File: src/rtl/control_unit.sv
`default_nettype none
// ============================================================================
//  Module      : control_unit
//  Description : Hardwired multi-cycle control sequencer. Steps through a
//                common fetch (T0-T2), then decodes ir[31:27] and issues the
//                per-instruction datapath strobes for T3-T7. HALT parks the
//                machine until clr.
//  Revision    : 1.0 - initial release
// ============================================================================
module control_unit (
  input  logic        clk,
  input  logic        clr,
  input  logic [31:0] ir,
  input  logic        con_ff,
  output logic [4:0]  alu_control,
  output logic        MDROut,
  output logic        HIout,
  output logic        LOout,
  output logic        ZHIout,
  output logic        ZLOout,
  output logic        Pout,
  output logic        Cout,
  output logic        Yout,
  output logic        Rout,
  output logic        BAout,
  output logic        IRen,
  output logic        MARen,
  output logic        MDRen,
  output logic        Yen,
  output logic        Pen,
  output logic        ZHIen,
  output logic        ZLOen,
  output logic        Zen,
  output logic        HIen,
  output logic        LOen,
  output logic        Rin,
  output logic        ConIn,
  output logic        Gra,
  output logic        Grb,
  output logic        Grc,
  output logic        Read,
  output logic        Write,
  output logic        run
);

  // State encoding
  localparam logic [3:0] S_RST  = 4'd0;
  localparam logic [3:0] S_T0   = 4'd1;
  localparam logic [3:0] S_T1   = 4'd2;
  localparam logic [3:0] S_T2   = 4'd3;
  localparam logic [3:0] S_T3   = 4'd4;
  localparam logic [3:0] S_T4   = 4'd5;
  localparam logic [3:0] S_T5   = 4'd6;
  localparam logic [3:0] S_T6   = 4'd7;
  localparam logic [3:0] S_T7   = 4'd8;
  localparam logic [3:0] S_HALT = 4'd9;

  // Opcodes that are referenced individually
  localparam logic [4:0] OP_LD   = 5'b00000;
  localparam logic [4:0] OP_LDI  = 5'b00001;
  localparam logic [4:0] OP_ST   = 5'b00010;
  localparam logic [4:0] OP_ADDI = 5'b01100;
  localparam logic [4:0] OP_ANDI = 5'b01101;
  localparam logic [4:0] OP_ORI  = 5'b01110;
  localparam logic [4:0] OP_DIV  = 5'b01111;
  localparam logic [4:0] OP_MUL  = 5'b10000;
  localparam logic [4:0] OP_NEG  = 5'b10001;
  localparam logic [4:0] OP_NOT  = 5'b10010;
  localparam logic [4:0] OP_BR   = 5'b10011;
  localparam logic [4:0] OP_JR   = 5'b10100;
  localparam logic [4:0] OP_JAL  = 5'b10101;
  localparam logic [4:0] OP_MFHI = 5'b11000;
  localparam logic [4:0] OP_MFLO = 5'b11001;
  localparam logic [4:0] OP_HALT = 5'b11011;

  // ALU codes used for address math and the immediate logic ops
  localparam logic [4:0] ALU_INC = 5'b11111;
  localparam logic [4:0] ALU_ADD = 5'b00011;
  localparam logic [4:0] ALU_AND = 5'b00101;
  localparam logic [4:0] ALU_OR  = 5'b00110;

  logic [3:0] r_state;
  logic [3:0] w_next_state;
  logic [4:0] w_op;
  logic       w_is_rr;
  logic       w_is_imm;
  logic       w_is_mem;
  logic       w_is_muldiv;
  logic       w_is_negnot;
  logic [4:0] w_imm_alu;
  logic       w_unused_ir;

  assign w_op        = ir[31:27];
  assign w_unused_ir = ^ir[26:0];

  // Instruction classes sharing a step pattern
  assign w_is_rr     = (w_op >= 5'b00011) && (w_op <= 5'b01011);
  assign w_is_imm    = (w_op == OP_ADDI) || (w_op == OP_ANDI) || (w_op == OP_ORI);
  assign w_is_mem    = (w_op == OP_LD) || (w_op == OP_LDI) || (w_op == OP_ST);
  assign w_is_muldiv = (w_op == OP_MUL) || (w_op == OP_DIV);
  assign w_is_negnot = (w_op == OP_NEG) || (w_op == OP_NOT);
  assign w_imm_alu   = (w_op == OP_ANDI) ? ALU_AND :
                       (w_op == OP_ORI)  ? ALU_OR  : ALU_ADD;

  // State register; clr overrides everything, including HALT
  always_ff @(posedge clk) begin
    if (clr) r_state <= S_RST;
    else     r_state <= w_next_state;
  end

  // Next-state: each instruction returns to T0 after its last step
  always_comb begin
    w_next_state = S_RST;
    case (r_state)
      S_RST:  w_next_state = S_T0;
      S_T0:   w_next_state = S_T1;
      S_T1:   w_next_state = S_T2;
      S_T2:   w_next_state = S_T3;
      S_T3: begin
        if (w_op == OP_HALT)
          w_next_state = S_HALT;
        else if (w_is_rr || w_is_imm || w_is_mem || w_is_muldiv || w_is_negnot ||
                 w_op == OP_BR || w_op == OP_JAL)
          w_next_state = S_T4;
        else
          w_next_state = S_T0;
      end
      S_T4: begin
        if (w_is_negnot || w_op == OP_JAL) w_next_state = S_T0;
        else                               w_next_state = S_T5;
      end
      S_T5: begin
        if (w_op == OP_LD || w_op == OP_ST || w_is_muldiv || w_op == OP_BR)
          w_next_state = S_T6;
        else
          w_next_state = S_T0;
      end
      S_T6: begin
        if (w_op == OP_LD || w_op == OP_ST) w_next_state = S_T7;
        else                                w_next_state = S_T0;
      end
      S_T7:   w_next_state = S_T0;
      S_HALT: w_next_state = S_HALT;
      default: w_next_state = S_RST;
    endcase
  end

  // Output decode from state and opcode; everything defaults low
  always_comb begin
    alu_control = 5'b00000;
    MDROut = 1'b0; HIout = 1'b0; LOout = 1'b0; ZHIout = 1'b0; ZLOout = 1'b0;
    Pout   = 1'b0; Cout  = 1'b0; Yout  = 1'b0; Rout   = 1'b0; BAout  = 1'b0;
    IRen   = 1'b0; MARen = 1'b0; MDRen = 1'b0; Yen    = 1'b0; Pen    = 1'b0;
    ZHIen  = 1'b0; ZLOen = 1'b0; Zen   = 1'b0; HIen   = 1'b0; LOen   = 1'b0;
    Rin    = 1'b0; ConIn = 1'b0;
    Gra    = 1'b0; Grb   = 1'b0; Grc   = 1'b0;
    Read   = 1'b0; Write = 1'b0;
    run    = (r_state != S_HALT);
    case (r_state)
      S_T0: begin Pout = 1'b1; MARen = 1'b1; alu_control = ALU_INC; Zen = 1'b1; end
      S_T1: begin ZLOout = 1'b1; Pen = 1'b1; Read = 1'b1; MDRen = 1'b1; end
      S_T2: begin MDROut = 1'b1; IRen = 1'b1; end
      S_T3: begin
        if (w_is_rr || w_is_imm) begin
          Grb = 1'b1; Rout = 1'b1; Yen = 1'b1;
        end else if (w_is_mem) begin
          Grb = 1'b1; BAout = 1'b1; Yen = 1'b1;
        end else if (w_is_muldiv) begin
          Gra = 1'b1; Rout = 1'b1; Yen = 1'b1;
        end else if (w_is_negnot) begin
          Grb = 1'b1; Rout = 1'b1; alu_control = w_op; Zen = 1'b1;
        end else if (w_op == OP_BR) begin
          Gra = 1'b1; Rout = 1'b1; ConIn = 1'b1;
        end else if (w_op == OP_JR) begin
          Gra = 1'b1; Rout = 1'b1; Pen = 1'b1;
        end else if (w_op == OP_JAL) begin
          Pout = 1'b1; Grb = 1'b1; Rin = 1'b1;
        end else if (w_op == OP_MFHI) begin
          HIout = 1'b1; Gra = 1'b1; Rin = 1'b1;
        end else if (w_op == OP_MFLO) begin
          LOout = 1'b1; Gra = 1'b1; Rin = 1'b1;
        end
      end
      S_T4: begin
        if (w_is_rr) begin
          Grc = 1'b1; Rout = 1'b1; alu_control = w_op; Zen = 1'b1;
        end else if (w_is_imm) begin
          Cout = 1'b1; alu_control = w_imm_alu; Zen = 1'b1;
        end else if (w_is_mem) begin
          Cout = 1'b1; alu_control = ALU_ADD; Zen = 1'b1;
        end else if (w_is_muldiv) begin
          Grb = 1'b1; Rout = 1'b1; alu_control = w_op; Zen = 1'b1;
        end else if (w_is_negnot) begin
          ZLOout = 1'b1; Gra = 1'b1; Rin = 1'b1;
        end else if (w_op == OP_BR) begin
          Pout = 1'b1; Yen = 1'b1;
        end else if (w_op == OP_JAL) begin
          Gra = 1'b1; Rout = 1'b1; Pen = 1'b1;
        end
      end
      S_T5: begin
        if (w_is_rr || w_is_imm || w_op == OP_LDI) begin
          ZLOout = 1'b1; Gra = 1'b1; Rin = 1'b1;
        end else if (w_op == OP_LD || w_op == OP_ST) begin
          ZLOout = 1'b1; MARen = 1'b1;
        end else if (w_is_muldiv) begin
          ZLOout = 1'b1; LOen = 1'b1;
        end else if (w_op == OP_BR) begin
          Cout = 1'b1; alu_control = ALU_ADD; Zen = 1'b1;
        end
      end
      S_T6: begin
        if (w_op == OP_LD) begin
          Read = 1'b1; MDRen = 1'b1;
        end else if (w_op == OP_ST) begin
          // Source register goes onto the bus into MDR; no memory read here
          Gra = 1'b1; Rout = 1'b1; MDRen = 1'b1;
        end else if (w_is_muldiv) begin
          ZHIout = 1'b1; HIen = 1'b1;
        end else if (w_op == OP_BR) begin
          ZLOout = 1'b1; Pen = con_ff;
        end
      end
      S_T7: begin
        if (w_op == OP_LD) begin
          MDROut = 1'b1; Gra = 1'b1; Rin = 1'b1;
        end else if (w_op == OP_ST) begin
          Write = 1'b1;
        end
      end
      default: ;
    endcase
  end

endmodule
`default_nettype wire

File: config.mk
export PLATFORM = sky130hd
export DESIGN_NAME = control_unit
export DESIGN_NICKNAME = d
export VERILOG_FILES = /design/src/rtl/control_unit.sv
export SDC_FILE = /design/constraint.sdc
export NUM_CORES = 1
export LEC_CHECK = 0
export BUFFER_PORTS_ARGS = -buffer_cell sky130_fd_sc_hd__buf_4
export CORE_MARGIN = 2
export CORE_UTILIZATION = 42
export DETAILED_ROUTE_END_ITERATION = 10
export PLACE_DENSITY = 0.8
export SYNTH_ARGS = -nofsm -noshare
export SYNTH_HDL_FRONTEND = slang
export SYNTH_SLANG_ARGS = --single-unit
File: constraint.sdc
create_clock -name clk -period 1.65 [get_ports clk]
set_clock_uncertainty 0.05 [all_clocks]
set_input_delay 0.165 -clock clk [delete_from_list [all_inputs] [get_ports clk]]
set_output_delay 0.165 -clock clk [all_outputs]
set_load 0.005 [all_outputs]
==> flow_summary.ini <==
[outcome]
status = finished, violations left
violations = setup timing

[cts]
clk_pin_slew_worst_paths_ns = 0.05
cts_made_buffers = 3
clock_latency_ns = 0.26
h-tree-depth = 1
ctsLongestPathBuffers = 2
tritoncts = yes
numClockSinks = 4
root_buffer = clkbuf_4

[power_and_ir_drop]
p_seq_share_pct = 16.2
combPwrFrac_pct = 63.9
switching_share_pct = 44.7
leakagePower_uw = 0.000923
vdd_drop_max_mv = 0.333
p_int_uw = 397
p_per_area_nw_per_um2 = 351
pwr-share-clk_pct = 19.9
p_sw_uw = 321

[layout]
drive_gt1_share_pct = 59.4
fin_nets = 288
fin_util_pct = 84.8
area_growth_syn_to_layout_pct = 96.7
largest_reg_flops = 4
antennaDiodeCount = 0
regMostFlops = r_state
reg_top3 = r_state: 4 flops

[synthesis]
yosysSeqAreaShare_pct = 7.71
syn_area_um2 = 1040
ys_top_cells_by_area = dfxtp_1, nand2_1, nor2_1
yosysTopAreaCellShare_pct = 7.71
avgSynthCellArea_um2 = 5.97
synthesis.instances = 174
synth_edf_count = 0
yosys-top-cells-count = nand2_1, nor2_1, o21ai_0, a21oi_1, clkbuf_1
synth_top_area_cell = dfxtp_1
ys_async_sr_fraction_pct = 0
synth_warnings = 0
synth-seq-cells = 4
ys.flop_type = dfxtp_1
synth.distinct_cells = 48

[worst_setup_path]
cp.arrival_ns = 1.73
start_kind = flop
rr_worst_depth = 7
rr_endpoint = r_state[3]$_SDFF_PP0_
crit_required_ns = 1.43
path_max_fanout = 10
r2r_setup_slack_ns = 0.15
reg2reg_from = r_state[0]$_SDFF_PP0_
crit_type = flop to primary output
cp-end-kind = primary output

[timing]
worstMarginPinSlew_ns = 0.503
rsz0062_at_grt = true
hold_violations = 0
fmax_ghz = 0.515
whs_ns = 0.212
relSlewSlack_pct = 66.4
tns_ns = -2.55
fin_crit_sh_pct = 118
worst_slack_ns = -0.290
layout_min_cycle_time_ns = 1.94
slew_viol_final = 0
finalSetupViolCount = 20

[drt]
dr_total_vias = 1938
via_per_inst = 6.90
antenna_left = 0
routedWlPerCell_um = 22.3
route.detailed.drc = 0
dr.first_iter.drc_count = 175
wl_mm = 6.28
drt-pass1-iter-count = 6

[floorplan]
dieWidth_um = 53.7
dieArea_um2 = 2890
dieHeight_um = 53.7
pin_count = 68
core_um2 = 2410
start_util_pct = 43.1
rows = 18

[worst_hold_path]
min_path_type = primary input to flop
min_from = clr
holdPathStages = 3
holdPathEnd = r_state[3]$_SDFF_PP0_

[placed_design]
dp_slack_ns = -0.159
place_congestion = 0.923
dpl.hpwl_mm = 3.05
io_buffers = 37

[job]
cap_violations = 0

[grt]
grt_usage_pct = 34.5
grt_antenna_before_repair = 0
grt_max_degree = 23
grt_pass1_wl_mm = 7.10
globalRouteOverflowTotal = 0
grt_pass1_vias = 1507
-- kinds of logic after synthesis --
kind of cell | synth area share [%]
compound gates | 34.9
xor+xnor | 0.844
buf+inv | 9.16
flops | 7.71
mux | 1.08
other cells | 0.361
simple gates | 45.9
-- final cells by class --
| class | instances | area (um^2) |
|---|---|---|
| clock buffer | 3 | 22.5 |
| multi-input combinational | 153 | 1150 |
| sequential | 4 | 95.1 |
| fill | 119 | 367 |
| tap | 30 | 37.5 |
| inverter | 1 | 3.75 |
| timing repair buffer | 90 | 732 |
-- worst max-delay path by stage --
stage | endpoint | depth (start not counted) | slack, ns | startpoint
6_report | Gra | 6 | -0.29 | r_state[1]$_SDFF_PP0_
3_5_place_dp | Gra | 7 | -0.16 | ir[29]
4_1_cts | Gra | 5 | -0.15 | r_state[1]$_SDFF_PP0_
3_3_place_gp | Gra | 7 | -0.13 | ir[29]
5_1_grt | Gra | 6 | -0.32 | r_state[1]$_SDFF_PP0_
2_1_floorplan | Gra | 6 | 0.04 | ir[30]
-- layer usage --
layer	vias to the layer above	GRT usage (%)	routed length [um]
met3	65	5.56	900
met5	-	0	0
met4	0	20.9	452
met2	221	53.0	2710
li1	785	-	-
met1	867	44.8	2220
-- critical path, cell delays in order, from the launching register on --
cell      delay (ns)
dfxtp_4         0.43
nor4bb_2        0.31
o211ai_1        0.20
a21oi_4         0.22
nor2_1          0.07
o21ai_1         0.10
buf_4           0.14
-- metrics by stage --
| stage | area (um^2) | total power, uW | cells |
|---|---|---|---|
| finish | 2040 | 718 | 281 |
| global route | 2040 | 732 | 281 |
| CTS | 1800 | 603 | 276 |
| detailed placement | 1620 | 446 | 271 |
| global placement | 1620 | 439 | 271 |
| floorplan | 1050 | 278 | 176 |
-- repair_timing --
action                     4_1_cts  5_1_grt
gates resized for setup         41       51
pin swaps                        9       10
setup endpoints to repair       23       24
setup buffers                    2        5
hold buffers                     0        0
-- power by group through the flow --
stage	Sequential (uW)	Clock [uW]	Combinational [uW]
after floorplan	109	0	169
after global placement	114	0	325
after detailed placement	114	0	332
after CTS	112	129	362
after global routing	116	141	475
final	116	143	459
-- layout by cell type (no fill, tap or decap), drive strengths merged, types with 2 or more instances in the layout --
master,netlist,routed
nand4,2,2
a21oi,12,12
nand2,20,20
buf,7,90
nand3,6,6
a21boi,2,2
a22o,2,2
o211ai,2,2
and3,3,3
clkbuf,11,3
or3,2,2
a22oi,3,3
conb,1,3
a31oi,4,4
nand2b,4,4
nor2b,9,9
nor3b,3,3
nor3,6,6
nor2,20,20
o21ai,19,19
nor4,2,2
nand3b,2,2
and2,4,4
or2,3,3
a21o,2,2
o31ai,3,3
o22ai,3,3
dfxtp,4,4
(Power assumes the default switching activity.)
